File: config.mk
export PLATFORM = sky130hd
export DESIGN_NAME = sha256_digest_emitter
export DESIGN_NICKNAME = d
export VERILOG_FILES = /design/src/rtl/sha256_digest_emitter.sv
export SDC_FILE = /design/constraint.sdc
export NUM_CORES = 1
export LEC_CHECK = 0
export ABC_AREA = 0
export BUFFER_PORTS_ARGS = -buffer_cell sky130_fd_sc_hd__buf_4
export CORE_AREA = 2 2 208 210
export CTS_BUF_LIST = sky130_fd_sc_hd__clkbuf_4 sky130_fd_sc_hd__clkbuf_8
export DETAILED_ROUTE_END_ITERATION = 12
export DIE_AREA = 0 0 210 212
export PLACE_DENSITY = 0.65
export REMOVE_ABC_BUFFERS = 1
export SKIP_LAST_GASP = 1
export SLEW_MARGIN = 20
export SYNTH_ARGS = -nofsm -noshare
export SYNTH_HDL_FRONTEND = slang
export SYNTH_SLANG_ARGS = --single-unit
File: constraint.sdc
create_clock -name clk -period 2.5 [get_ports clk]
set_input_delay 0.125 -clock clk [delete_from_list [all_inputs] [get_ports clk]]
set_output_delay 0.125 -clock clk [all_outputs]
set_load 0.03 [all_outputs]
File: src/rtl/sha256_digest_emitter.sv
// ---------------------------------------------------------------------------
// sha256_digest_emitter
// Captures a SHA-256 digest on the rising edge of the processor's done level
// and streams it out one byte per handshake. The bytes are either lowercase
// ASCII hex (64 beats) or raw (32 beats), optionally followed by a newline
// beat. At capture it also compares the digest against an expected value.
//
// Ports
//   clk          rising-edge clock
//   rst_n        synchronous active-low reset
//   done_in      processor done level; a 0->1 transition is a capture event
//   hash_in      digest, word a in [255:224]
//   expect_in    expected digest, sampled at capture
//   expect_en    compare enable, sampled at capture
//   out_data     stream byte
//   out_valid    stream valid
//   out_ready    sink ready
//   out_last     marks the final beat of a digest
//   busy         high from capture until the final handshake
//   match        digest equalled expect_in (valid when match_valid)
//   match_valid  a compare result is present
//   overrun      sticky: a capture event arrived while streaming
// ---------------------------------------------------------------------------
module sha256_digest_emitter #(
    parameter bit HEX_MODE  = 1'b1,
    parameter bit APPEND_NL = 1'b1
) (
    input  logic         clk,
    input  logic         rst_n,
    input  logic         done_in,
    input  logic [255:0] hash_in,
    input  logic [255:0] expect_in,
    input  logic         expect_en,
    output logic [7:0]   out_data,
    output logic         out_valid,
    input  logic         out_ready,
    output logic         out_last,
    output logic         busy,
    output logic         match,
    output logic         match_valid,
    output logic         overrun
);

    localparam int unsigned HASH_W      = 256;
    localparam int unsigned CNT_W       = 7;
    localparam int unsigned UNIT_W      = HEX_MODE ? 4 : 8;
    localparam int unsigned TOTAL_BEATS = (HEX_MODE ? 64 : 32) + (APPEND_NL ? 1 : 0);
    localparam logic [CNT_W-1:0] TOTAL_CNT = CNT_W'(TOTAL_BEATS);
    localparam logic [CNT_W-1:0] CNT_ONE   = CNT_W'(1);
    localparam logic [7:0]       NL_CHAR   = 8'h0A;

    typedef enum logic {
        ST_IDLE = 1'b0,
        ST_EMIT = 1'b1
    } state_t;

    // Registers
    state_t             r_state;
    logic               r_done_q;
    logic [HASH_W-1:0]  r_shift;
    logic [CNT_W-1:0]   r_cnt;
    logic [7:0]         r_out_data;
    logic               r_out_valid;
    logic               r_out_last;
    logic               r_busy;
    logic               r_match;
    logic               r_match_valid;
    logic               r_overrun;

    // Next-state / next-value wires
    state_t             w_state_nxt;
    logic [HASH_W-1:0]  w_shift_nxt;
    logic [CNT_W-1:0]   w_cnt_nxt;
    logic [CNT_W-1:0]   w_cnt_dec;
    logic [7:0]         w_out_data_nxt;
    logic               w_out_valid_nxt;
    logic               w_out_last_nxt;
    logic               w_busy_nxt;
    logic               w_match_nxt;
    logic               w_match_valid_nxt;
    logic               w_overrun_nxt;
    logic               w_capture;
    logic               w_xfer;
    logic               w_final_xfer;

    // Nibble to lowercase ASCII hex character.
    function automatic logic [7:0] nib2ascii(input logic [3:0] n);
        if (n < 4'd10) begin
            nib2ascii = 8'h30 + {4'h0, n};
        end else begin
            nib2ascii = 8'h57 + {4'h0, n};
        end
    endfunction

    // Beat presented for the most significant unit of a digest vector.
    function automatic logic [7:0] beat_of(input logic [HASH_W-1:0] v);
        if (HEX_MODE) begin
            beat_of = nib2ascii(v[HASH_W-1 -: 4]);
        end else begin
            beat_of = v[HASH_W-1 -: 8];
        end
    endfunction

    assign w_capture    = done_in & ~r_done_q;
    assign w_xfer       = r_out_valid & out_ready;
    assign w_final_xfer = w_xfer & (r_cnt == CNT_ONE);
    assign w_cnt_dec    = r_cnt - CNT_ONE;

    // State register
    always_ff @(posedge clk) begin
        if (!rst_n) begin
            r_state <= ST_IDLE;
        end else begin
            r_state <= w_state_nxt;
        end
    end

    // Next-state logic
    always_comb begin
        w_state_nxt = r_state;
        case (r_state)
            ST_IDLE: begin
                if (w_capture) begin
                    w_state_nxt = ST_EMIT;
                end
            end
            ST_EMIT: begin
                if (w_final_xfer) begin
                    w_state_nxt = ST_IDLE;
                end
            end
            default: w_state_nxt = ST_IDLE;
        endcase
    end

    // Output / datapath next values; all of these are registered below.
    always_comb begin
        w_shift_nxt       = r_shift;
        w_cnt_nxt         = r_cnt;
        w_out_data_nxt    = r_out_data;
        w_out_valid_nxt   = r_out_valid;
        w_out_last_nxt    = r_out_last;
        w_busy_nxt        = r_busy;
        w_match_nxt       = r_match;
        w_match_valid_nxt = r_match_valid;
        w_overrun_nxt     = r_overrun;
        case (r_state)
            ST_IDLE: begin
                if (w_capture) begin
                    // First beat goes out the cycle after capture; the shift
                    // register already holds the remainder.
                    w_shift_nxt       = hash_in << UNIT_W;
                    w_cnt_nxt         = TOTAL_CNT;
                    w_out_data_nxt    = beat_of(hash_in);
                    w_out_valid_nxt   = 1'b1;
                    w_out_last_nxt    = 1'b0;  // a stream always has 32+ beats
                    w_busy_nxt        = 1'b1;
                    w_match_valid_nxt = expect_en;
                    w_match_nxt       = expect_en && (hash_in == expect_in);
                end
            end
            ST_EMIT: begin
                // Capture events while streaming are dropped but remembered.
                if (w_capture) begin
                    w_overrun_nxt = 1'b1;
                end
                if (w_final_xfer) begin
                    w_cnt_nxt       = '0;
                    w_out_valid_nxt = 1'b0;
                    w_out_last_nxt  = 1'b0;
                    w_busy_nxt      = 1'b0;
                end else if (w_xfer) begin
                    // r_cnt counts beats left including the one on the bus.
                    w_cnt_nxt      = w_cnt_dec;
                    w_out_last_nxt = (w_cnt_dec == CNT_ONE);
                    if (APPEND_NL && (w_cnt_dec == CNT_ONE)) begin
                        w_out_data_nxt = NL_CHAR;
                    end else begin
                        w_out_data_nxt = beat_of(r_shift);
                        w_shift_nxt    = r_shift << UNIT_W;
                    end
                end
            end
            default: begin
                w_out_valid_nxt = 1'b0;
                w_out_last_nxt  = 1'b0;
                w_busy_nxt      = 1'b0;
            end
        endcase
    end

    // Datapath and output registers
    always_ff @(posedge clk) begin
        if (!rst_n) begin
            r_done_q      <= 1'b0;
            r_shift       <= '0;
            r_cnt         <= '0;
            r_out_data    <= '0;
            r_out_valid   <= 1'b0;
            r_out_last    <= 1'b0;
            r_busy        <= 1'b0;
            r_match       <= 1'b0;
            r_match_valid <= 1'b0;
            r_overrun     <= 1'b0;
        end else begin
            r_done_q      <= done_in;
            r_shift       <= w_shift_nxt;
            r_cnt         <= w_cnt_nxt;
            r_out_data    <= w_out_data_nxt;
            r_out_valid   <= w_out_valid_nxt;
            r_out_last    <= w_out_last_nxt;
            r_busy        <= w_busy_nxt;
            r_match       <= w_match_nxt;
            r_match_valid <= w_match_valid_nxt;
            r_overrun     <= w_overrun_nxt;
        end
    end

    assign out_data    = r_out_data;
    assign out_valid   = r_out_valid;
    assign out_last    = r_out_last;
    assign busy        = r_busy;
    assign match       = r_match;
    assign match_valid = r_match_valid;
    assign overrun     = r_overrun;

endmodule

# Word level (Yosys, flattened, before mapping)
# Index checks and enable logic that the tools add are counted.
# totals
output_inout_bits,14
ff_bits,278
# classes
n_mux,26
eq_ne,9
addsub,5
reduce_logical,7
magnitude_cmp,2
bitwise,5
# op_table
cell,count
$mux W256,4
$pmux W256 S2,1
$eq A256 B256 Y1,1
$mux W8,6
$mux W7,3
$add A7 B4 Y8 const A,2
$pmux W8 S2,1
$add A6 B4 Y7 const A,2
$eq A7 B1 Y1 const B,2
$pmux W7 S2,1
$lt A4 B4 Y1 const B,2
$reduce_and A2 Y1,4
$mux W1,7
$sub A7 B1 Y7 const B,1
$ne A2 B2 Y1 const B,3
$pmux W1 S2,3
$ne A2 B1 Y1 const B,2
$reduce_and A4 Y1,1
$and A1 B1 Y1,3
$ne A3 B1 Y1 const B,1
$reduce_and A3 Y1,1
$not A1 Y1,2
$logic_and A1 B1 Y1,1

# Depth between registers and ports, before layout
# Gate-level depths: netlist of the first run.
# logic_depth
word_depth,6
ltp_mapped,10

# Worst setup path before layout of the first run
# No wires, ideal clock.
# synth_timing
path_type,reg-to-reg
startpoint,register r_cnt[0]
endpoint,register r_shift[222]
path_stages_with_launch,11
t_required_ps,2366
t_arrival_ps,2368
setup_ps,134
n_path_buf,2
path_slack_ps,-2
period_less_slack_ps,2502
path_cell_list,dfxtp_1 -> inv_1 -> ha_1 -> or3b_1 -> o31a_1 -> o41ai_2 -> a22oi_4 -> buf_2 -> buf_2 -> nor2_1 -> a211oi_1
# synth_between
elab_chain_len,4
elab_cells_between_ends,7
cone_classes,add/sub (1); eq/ne (4); bitwise (1); reduce/logical (1)
# synth_rtl
item,line,source
from (decl),61,logic [CNT_W-1:0] r_cnt;
from (signal assigned),208,r_cnt <= w_cnt_nxt;
$sub A7 B1 Y7 or $eq A7 B1 Y1 (tied branches),"107, 106",
$eq A7 B1 Y1 or $and A1 B1 Y1 (tied branches),"176, 106",
$ne A2 B2 Y1 (no source line),-,
$reduce_and A4 Y1 (no source line) (*),-,
to (signal assigned),207,r_shift <= w_shift_nxt;
to (decl),60,logic [HASH_W-1:0] r_shift;
# Mark *: on every way between the ends. The rest lies on a longest branch, timed or not.
# A chain may end at the register's enable or synchronous reset.

# Worst setup path after layout of the first run
# layout_timing
startpoint,register r_cnt[0]
endpoint,register r_shift[6]
# The elaborated chain is that of the path after synthesis.

==> impl_metrics.toml, run 1 <==
[worst_hold_path]
min_path_cells = 3
hold_class = "primary input to register"

[grt]
grt_pass1_wl_um = 97440
overflow = 0
grt_pass1_vias = 15820
antenna_found_initial = 2
grt_usage_pct = 29.32
grt_start_max_net_pins = 105

[worst_setup_path]
cp-end-kind = "register"
endpoint = "r_shift[6]"
worstPathRequired_ps = 3010
crit_path_max_incr_delay_ps = 400
worstPathCellList = "inv_2 > ha_4 > or3b_4 > o31a_1 > o41ai_2 > buf_4 > a22oi_4 > buf_12 > buf_12 > buf_12 > buf_16 > nand2b_4 > a21oi_2"
startpoint = "r_cnt[0]"
r2r_cells = 13
ff2ff_setup_slack_ps = -110
reg2reg_to = "r_shift[6]"
criticalPathCategory = "register to register"
crit_path_top_delay_cell = "or3b_4"
crit_arrival_ps = 3120
path_common_cell = "buf_12"
worstSetupStartpointType = "register"
crit_fanout = 7
rr_startpoint = "r_cnt[0]"

[power]
power.total_mw = 14.44
irDropWorstVdd_uv = 336.5
p_leak_nw = 10.16
p_per_area_nw_per_um2 = 586.5

[synthesis]
syn_inst = 1614
ys_ff_latch = 273
synth-main-ff-cell = "dfxtp_1"
synthArstFlopShare_pct = 0
synth_area_per_cell_sq_um = 9.206
synthDistinctLibCells = 43
ys_seq_area_share_pct = 36.78
synth-edff-count = 0
ys_warn_count = 0
syn-cell-area_sq_um = 14860

[timing]
hold_ws_ps = -3.779
relSlewSlack_pct = 39.59
hold_viol = 1
slew_violations = 0
worst_slack_ps = -110.1
fin_crit_ps = 2610
rsz0062_at_grt = "true"
finalClockSkew_ps = 30.97
min_period_over_period_pct = 104.4
finalSetupViolCount = 227
max_freq_ghz = 0.3831
tightest_slew_ps = 906.1

[clocking]
numCtsBuffers = 50
cts_max_path_buffers = 3
cts-root-buf = "clkbuf_8"
cts_tree = "yes"
clk_latency_ps = 600
path_clk_slew_ps = 60
htree_levels = 2
cts.sinks = 273

[routing]
ant_nets = 0
drc = 0
via_per_inst = 5.213
vias = 15690
wl_um = 69020
initialDrtViolationCount = 1028
avgRoutedWirePerCell_um = 22.93
firstDrtPassIters = 5

[outcome]
violations = "hold timing, setup timing"
status = "finished with violations"

[cells_and_area]
multi_input_area_sq_um = 9482
most-common-layout-cells = "buf_4 (588), dfxtp_1 (270), mux2i_1 (248)"
drive_gt1_share_pct = 35.43
layout_commonest_cell = "buf_4"
final_nets = 2949
regArea_sq_um = 5472
antenna_cells = 0
num-fill-cells = 3531
syn_to_final_growth_pct = 65.64
fin_cells = 3010

[floorplan]
dieArea_sq_um = 44520
io_pins = 531
die_w_um = 210
start_util_pct = 34.96
coreArea_sq_um = 42510
rows = 76
die_h_um = 212

[placed_design]
io_buffers = 529
dp_hpwl_um = 50510
dp_cells = 2653
place_congestion = 0.9238

[flow_run]
maxCapViolations = 0
==> state kept, by name, indices dropped and copies added (netlist names) <==
signal,flops
r_shift,252
out_data,7
r_cnt,7
busy,1
match,1
match_valid,1
out_last,1
overrun,1
r_done_q,1
r_state,1
==> power breakdown <==
part	switching, mW	total [mW]	internal [mW]
Sequential	0.378	5.28	4.90
Combinational	2.21	4.52	2.31
Clock	1.98	4.64	2.66
==> metal layers <==
metal	global-route usage (%)	wire length [um]
met5	0	0
met4	8.951	2126
met3	3.959	3503
met2	50.76	33380
met1	37.98	30020
==> synthesized netlist by cell type (all sizes together) (10+ instances only) <==
library cell / n / share of area (%)
dfxtp: 273 / 37
nor2: 268 / 6.8
a211oi: 249 / 13
mux2i: 248 / 17
xor2: 202 / 12
clkbuf: 61 / 1.5
nor4: 58 / 2.4
xnor2: 58 / 3.4
buf: 57 / 2.0
nand4: 25 / 1.1
a21oi: 24 / 0.81
o21ai: 13 / 0.44
inv: 10 / 0.25
nand2: 10 / 0.25
==> what timing repair did <==
item	CTS	global route
setup endpoints to repair	235	253
cloned	5	9
pin swaps	3	2
resized for setup	60	127
hold buffers	243	0
endpoints found under the hold margin	246	0
buffers inserted	8	3
==> critical path: cells and delay by family, from the launching register on <==
| kind | cells | cell delay, ps |
|---|---|---|
| adder cells (fa/ha/maj) | 1 | 130 |
| buffers and inverters | 6 | 820 |
| flip-flops | 1 | 320 |
| AO/OA/AOI/OAI | 4 | 710 |
| AND/OR/NAND/NOR | 2 | 540 |
==> cells by family after synthesis <==
group	count (synthesis)	share of synthesized area, %
and+or+nand+nor	400	12.20
xor gates and xnor gates	260	15.33
other	1	0.02524
adders and majority gates	5	0.4210
muxes	248	16.71
buffers and inverters	128	3.840
DFF	273	36.78
AOI/OAI and AO/OA	299	14.70
==> worst min-delay path by stage <==
| stage | from | endpoint | slack [ps] |
|---|---|---|---|
| 4_1_cts | hash_in[101] | r_shift[105] | 2 |
| 3_5_place_dp | done_in | r_done_q | 380 |
| 2_1_floorplan | done_in | r_done_q | 250 |
| 3_3_place_gp | done_in | r_done_q | 360 |
| 5_1_grt | hash_in[101] | r_shift[105] | 7 |
| 6_report | hash_in[56] | r_shift[60] | -4 |
==> area by class of cell <==
cell class,instances,share of cell area (%)
multi-input combinational,1213,38.52
clock inverter,7,0.2542
clock buffer,82,4.128
sequential,273,22.23
timing repair buffer,879,31.91
tap,546,2.776
inverter,10,0.1830
==> stage by stage <==
stage	worst slack (ps)	cell area [sq um]	setup TNS, ps	utilization [%]	hold WS [ps]
floorplan	-16920	14330	-4421650	-	246.7
global placement	-105.5	19850	-9133	46.70	358.8
detailed placement	-146.5	19850	-10310	46.70	375.8
CTS	-74.29	23830	-1919	56.06	2.157
global route	-225.8	24610	-40420	57.91	7.219
finish	-110.1	24610	-9530	57.91	-3.779
No activity file was read; power rests on OpenSTA's default activity.
==> run 2: changes to the inputs <==
Settings changed: BUFFER_PORTS_ARGS -buffer_cell sky130_fd_sc_hd__buf_4 to -buffer_cell sky130_fd_sc_hd__buf_2.
==> run 2 against run 1 <==
- the flow finishes with violations (setup timing)
- fmax increased by 0.67%
- hold slack better by 39 ps
- count of clock-buffer cells in the layout shrank 2
- setup slack improved by 17 ps
- combinational power fell by 3%
- cell count fell by 0.20%
- global-route usage is 0.20 points higher
- flip-flop and latch count unchanged
- core utilization shrank 2.3 points
- sequential power up 0.8%
- first-iteration DRC count fell by 3.7%
- register-to-register slack better by 20 ps
- largest cell class unchanged
- largest power group unchanged
- highest routed layer is now met5
==> impl_metrics.toml, run 2 (synthesis results as in run 1) <==
[clocking]
cts_max_path_buffers = 3
cts.sinks = 273
clk_latency_ps = 610
cts_tree = "yes"
htree_levels = 2
path_clk_slew_ps = 60
cts-root-buf = "clkbuf_8"
numCtsBuffers = 49

[worst_hold_path]
min_from = "hash_in[141]"
hold_class = "primary input to register"

[routing]
wl_um = 69010
firstDrtPassIters = 5
avgRoutedWirePerCell_um = 22.97
initialDrtViolationCount = 990
vias = 15920
ant_nets = 0
drc = 0
via_per_inst = 5.299

[placed_design]
dp_hpwl_um = 49750
dp_cells = 2650
place_congestion = 0.9147
post-place-ws_ps = -227.0
io_buffers = 529

[power]
power.total_mw = 14.23
p_leak_nw = 9.701
irDropWorstVdd_uv = 312.5
p_per_area_nw_per_um2 = 601.6

[cells_and_area]
drive_gt1_share_pct = 39.61
syn_to_final_growth_pct = 59.16
regArea_sq_um = 5472
layout_commonest_cell = "buf_2"
largest_register = "r_shift"
finish.utilization_pct = 55.64
final_nets = 2943
num-fill-cells = 3591
multi_input_area_sq_um = 9995
fin_cells = 3004
most-common-layout-cells = "buf_2 (529), dfxtp_1 (270), mux2i_1 (248)"
largest_reg_flops = 252

[floorplan]
coreArea_sq_um = 42510
dieArea_sq_um = 44520
io_pins = 531
start_util_pct = 34.96
die_h_um = 212
rows = 76
die_w_um = 210

[grt]
antenna_found_initial = 7
grt_usage_pct = 29.52
grt_pass1_vias = 16140
overflow = 0
grt_start_max_net_pins = 139
grt_pass1_wl_um = 96900

[worst_setup_path]
criticalPathCategory = "register to register"
rr_startpoint = "r_cnt[1]"
crit_fanout = 9
startpoint = "r_cnt[1]"
worstSetupStartpointType = "register"
cp-end-kind = "register"
crit_arrival_ps = 3130
worstPathRequired_ps = 3040

[timing]
fin_tns_setup_ps = -2383
tightest_slew_ps = 1117
slew_violations = 0
max_freq_ghz = 0.3857
rsz0062_at_grt = "true"
fin_crit_ps = 2593
worst_slack_ps = -92.79
min_period_over_period_pct = 103.7
relSlewSlack_pct = 25.53
finalClockSkew_ps = 23.88
finalSetupViolCount = 94
hold_viol = 0

[outcome]
status = "finished with violations"
violations = "setup timing"

[flow_run]
maxCapViolations = 0
-- run 2: cell types whose count changed in the layout (fill, tap and decap cells not counted), moves of 4 or more --
| cell | change |
|---|---|
| clkbuf_8 | +5 |
| diode_2 | +4 |
| a211oi_2 | +52 |
| clkbuf_4 | -7 |
| a211oi_1 | -51 |
| buf_16 | -5 |
| nor2_1 | -63 |
| buf_2 | +529 |
| clkbuf_16 | -6 |
| nor2_2 | +41 |
| buf_12 | +6 |
| buf_4 | -529 |
| nor2_4 | +22 |
| buf_6 | -5 |
-- run 2: power by group --
group | internal (mW) | total (mW) | switching, mW
Clock | 2.59 | 4.51 | 1.93
Combinational | 2.10 | 4.40 | 2.29
Sequential | 4.90 | 5.32 | 0.414
-- run 2: layer usage --
layer / part of all wire, % / global-route usage, %
met5: 0.039 / 0
met4: 4.7 / 14.99
met3: 6.3 / 4.919
met2: 47 / 49.42
met1: 42 / 36.76
-- run 2: worst paths after layout --
kind	endpoint	slack, ps	depth (start not counted)
min reg2reg	out_data[1]	470	2
max reg2reg	r_shift[6]	-90	12
max	r_shift[6]	-90	12
min	r_shift[145]	40	3
-- run 2: area by class of cell --
class | instances | area share [%]
well taps | 546 | 2.889
clock buffers | 80 | 4.365
inverters | 10 | 0.1905
multi-input cells | 1213 | 42.26
clock inverters | 4 | 0.1058
repair buffers | 874 | 27.01
diodes | 4 | 0.04232
flip-flops and latches | 273 | 23.14
-- run 2: critical path, stage by stage, from the launching register on --
cell	delay, ps
dfxtp_2	320
inv_2	70
ha_4	130
or3b_4	380
o31a_1	340
o41ai_4	300
a22oi_4	130
buf_6	150
buf_4	140
buf_16	150
buf_12	140
nand2b_1	140
a21oi_1	120
-- run 2: repair_timing --
action	CTS	global route
setup endpoints to repair	235	258
pin swaps	5	2
endpoints found under the hold margin	246	0
buffers inserted	11	4
hold buffers	245	0
resized for setup	164	170
gates cloned	6	2
-- run 2: metrics by stage --
stage,instance area (sq um),hold WS (ps)
after global placement,18490,375.7
after global routing,23650,27.63
final,23650,35.67
after detailed placement,18490,384.9
after CTS,22870,2.231
after floorplan,14330,246.7
==> run 3: changes to the inputs <==
Settings changed: ABC_AREA 0 to 1, CORE_AREA 2 2 208 210 to 2 2 206 208, DIE_AREA 0 0 210 212 to 0 0 208 210, PLACE_DENSITY 0.65 to 0.73.
==> run 3 against run 2 <==
- the flow now finishes without violations
- largest cell class unchanged
- routed wire length down 15%
- critical path depth down 3
- via count up 21%
- critical path type unchanged
==> impl_metrics.toml, run 3 <==
[synthesis]
synth-simple-area-share_pct = 37.38
synth-main-ff-cell = "dfxtp_1"
yosys.area_share.xor_xnor_pct = 9.173
yosysTopAreaCell = "dfxtp_1"
post-synth-top-count-cell = "nand2_1"
muxShareOfSynthArea_pct = 9.389
syn-cell-area_sq_um = 17380
synth_top_area_share_pct = 31.45
ys_seq_area_share_pct = 31.45
ys_warn_count = 0
synth_top_family_by_area = "simple AND/OR/NAND/NOR gates"
synthTopCellsByCount = "nand2_1 (729), nor2_1 (618), dfxtp_1 (273), nand3_1 (266), inv_1 (188)"
synthDistinctLibCells = 33
synthAdderAreaFrac_pct = 0.3600
ys_ff_latch = 273
synth-edff-count = 0
synth-compound-area-share_pct = 3.888
synthArstFlopShare_pct = 0
syn_inst = 2730
netlist_top_cells_area = "dfxtp_1 (31%), nand2_1 (16%), nor2_1 (13%), mux2i_1 (9.4%), nand3_1 (7.7%)"
synth_area_per_cell_sq_um = 6.365

[placed_design]
dp_hpwl_um = 39160
io_buffers = 529
dpl-instance-area_sq_um = 20340
post-place-ws_ps = 81.92
place_congestion = 0.8647

[timing]
tightest_slew_ps = 975.5
rsz0062_at_grt = "true"
max_freq_ghz = 0.4296
fin_crit_ps = 2327
hold_viol = 0
slew_violations = 0
relSlewSlack_pct = 34.97
min_period_over_period_pct = 93.10
finalSetupViolCount = 0
finalClockSkew_ps = 28.04
fin_tns_setup_ps = 0
worst_slack_ps = 172.5

[floorplan]
die_w_um = 208
start_util_pct = 41.89
coreArea_sq_um = 41480
rows = 75
dieArea_sq_um = 43680
die_h_um = 210
io_pins = 531

[clocking]
cts_max_path_buffers = 3
clk_latency_ps = 590
numCtsBuffers = 49
htree_levels = 2
cts-root-buf = "clkbuf_8"
cts.sinks = 273
path_clk_slew_ps = 70
cts_tree = "yes"

[worst_setup_path]
crit_path_top_delay_cell = "buf_12"
r2r_cells = 9
worstPathCellList = "inv_6 > nand3_2 > nand2_1 > inv_2 > nor2_4 > buf_12 > nand3_1 > nand2_1 > nor2_1"
worstPathRequired_ps = 2960
cp_num_cells = 9
path_buf_inv = 3
crit_arrival_ps = 2780
worstSetupStartpointType = "register"
criticalPathCategory = "register to register"
ff2ff_setup_slack_ps = 170
crit_path_max_incr_delay_ps = 480
path_common_cell = "nand2_1"
rr_startpoint = "r_state"
crit_family = "simple AND/OR/NAND/NOR gates"
cp-end-kind = "register"
reg2reg_to = "r_shift[38]"
crit_fanout = 149

[grt]
grt_usage_pct = 25.66
grt_start_max_net_pins = 150
overflow = 0
grt_pass1_wl_um = 92380
grt_pass1_vias = 18430
antenna_found_initial = 1

[cells_and_area]
finish.utilization_pct = 56.52
largest_reg_flops = 252
drive_gt1_share_pct = 19.51
largest_register = "r_shift"
num-fill-cells = 3837
design_area_sq_um = 23450
syn_to_final_growth_pct = 34.92
most-common-layout-cells = "nand2_1 (729), nor2_1 (618), buf_2 (528)"
layout_commonest_cell = "nand2_1"
final_nets = 3903

[power]
p_per_area_nw_per_um2 = 553.5
p_leak_nw = 11.70
power.total_mw = 12.98
irDropWorstVdd_uv = 352.7

[routing]
vias = 19210
wl_um = 58920
initialDrtViolationCount = 1310
via_per_inst = 4.853
avgRoutedWirePerCell_um = 14.88
firstDrtPassIters = 8
ant_nets = 0
drc = 0

[outcome]
status = "complete, no violations"

[flow_run]
maxCapViolations = 0

[worst_hold_path]
min_path_cells = 7
min_to = "r_shift[126]"
min_from = "hash_in[122]"
hold_class = "primary input to register"
[run 3: changes by cell type in the layout (fill, tap and decap cells not counted), moves of 55 or more]
cell	before	now
mux2i_1	248	163
nor4_1	55	0
xnor2_1	58	146
xor2_1	202	35
nor2_1	150	618
a211oi_1	127	1
a211oi_2	122	0
nor2_2	78	0
nand3_1	8	266
nand2_1	10	729
o21ai_0	13	101
inv_1	7	188
[run 3: final cells by class]
class                   count  area, sq um  share of cell area (%)
diodes                      2        5.005                 0.02135
clock buffers              77        959.7                   4.093
clock inverters            11        117.6                  0.5017
inverters                 194        759.5                   3.239
multi-input cells        2109        10490                   44.74
flip-flops and latches    273         5469                   23.33
well taps                 539        674.4                   2.877
repair buffers            753         4960                   21.15
repair inverters            1        11.26                 0.04803
[run 3: tightest hold or removal path, stage by stage]
cell and delay (ps):
buf_2 100, inv_1 60, nand2_1 50, o21ai_0 60, nand3_1 80, nand2_1 60
nor2_1 40
[run 3: through the flow]
step | hold slack, ps | cells
floorplan | 218.5 | 2576
global placement | 361.7 | 3673
detailed placement | 358.8 | 3673
CTS | 0.2143 | 3953
global route | 30.99 | 3957
finish | 38.84 | 3959
[run 3: kinds of logic after synthesis]
kind of cell | Yosys count
xor gates and xnor gates | 182
other | 1
and+or+nand+nor | 1627
muxes | 163
AOI/OAI and AO/OA | 131
buffers and inverters | 348
DFF | 273
adders and majority gates | 5
[run 3: per-layer routing]
layer	routed length, um	up-vias	global-route usage (%)	share of wire (%)
met1	24760	8604	31.51	42
met2	28430	673	44.85	48
li1	-	9816	-	-
met3	3570	119	4.261	6.1
met4	2142	2	10.12	3.6
met5	13	-	0	0.022
[run 3: how the worst max path moves through the flow]
stage | start | endpoint
3_3_place_gp | r_cnt[0] | r_shift[129]
2_1_floorplan | r_state | r_shift[100]
6_report | r_state | r_shift[38]
3_5_place_dp | r_cnt[0] | r_shift[144]
4_1_cts | r_cnt[0] | r_shift[144]
5_1_grt | r_cnt[0] | r_shift[154]
[run 3: where the power goes]
part / total (mW) / internal [mW] / switching, mW
combinational: 3.38 / 1.53 / 1.85
clock: 4.58 / 2.65 / 1.93
sequential: 5.02 / 4.79 / 0.225
[run 3: what timing repair did]
item / CTS / global route
hold buffers: 192 / 0
setup buffers: 0 / 2
endpoints found under the setup margin: 0 / 180
resized for setup: 0 / 7
hold endpoints to repair: 207 / 0
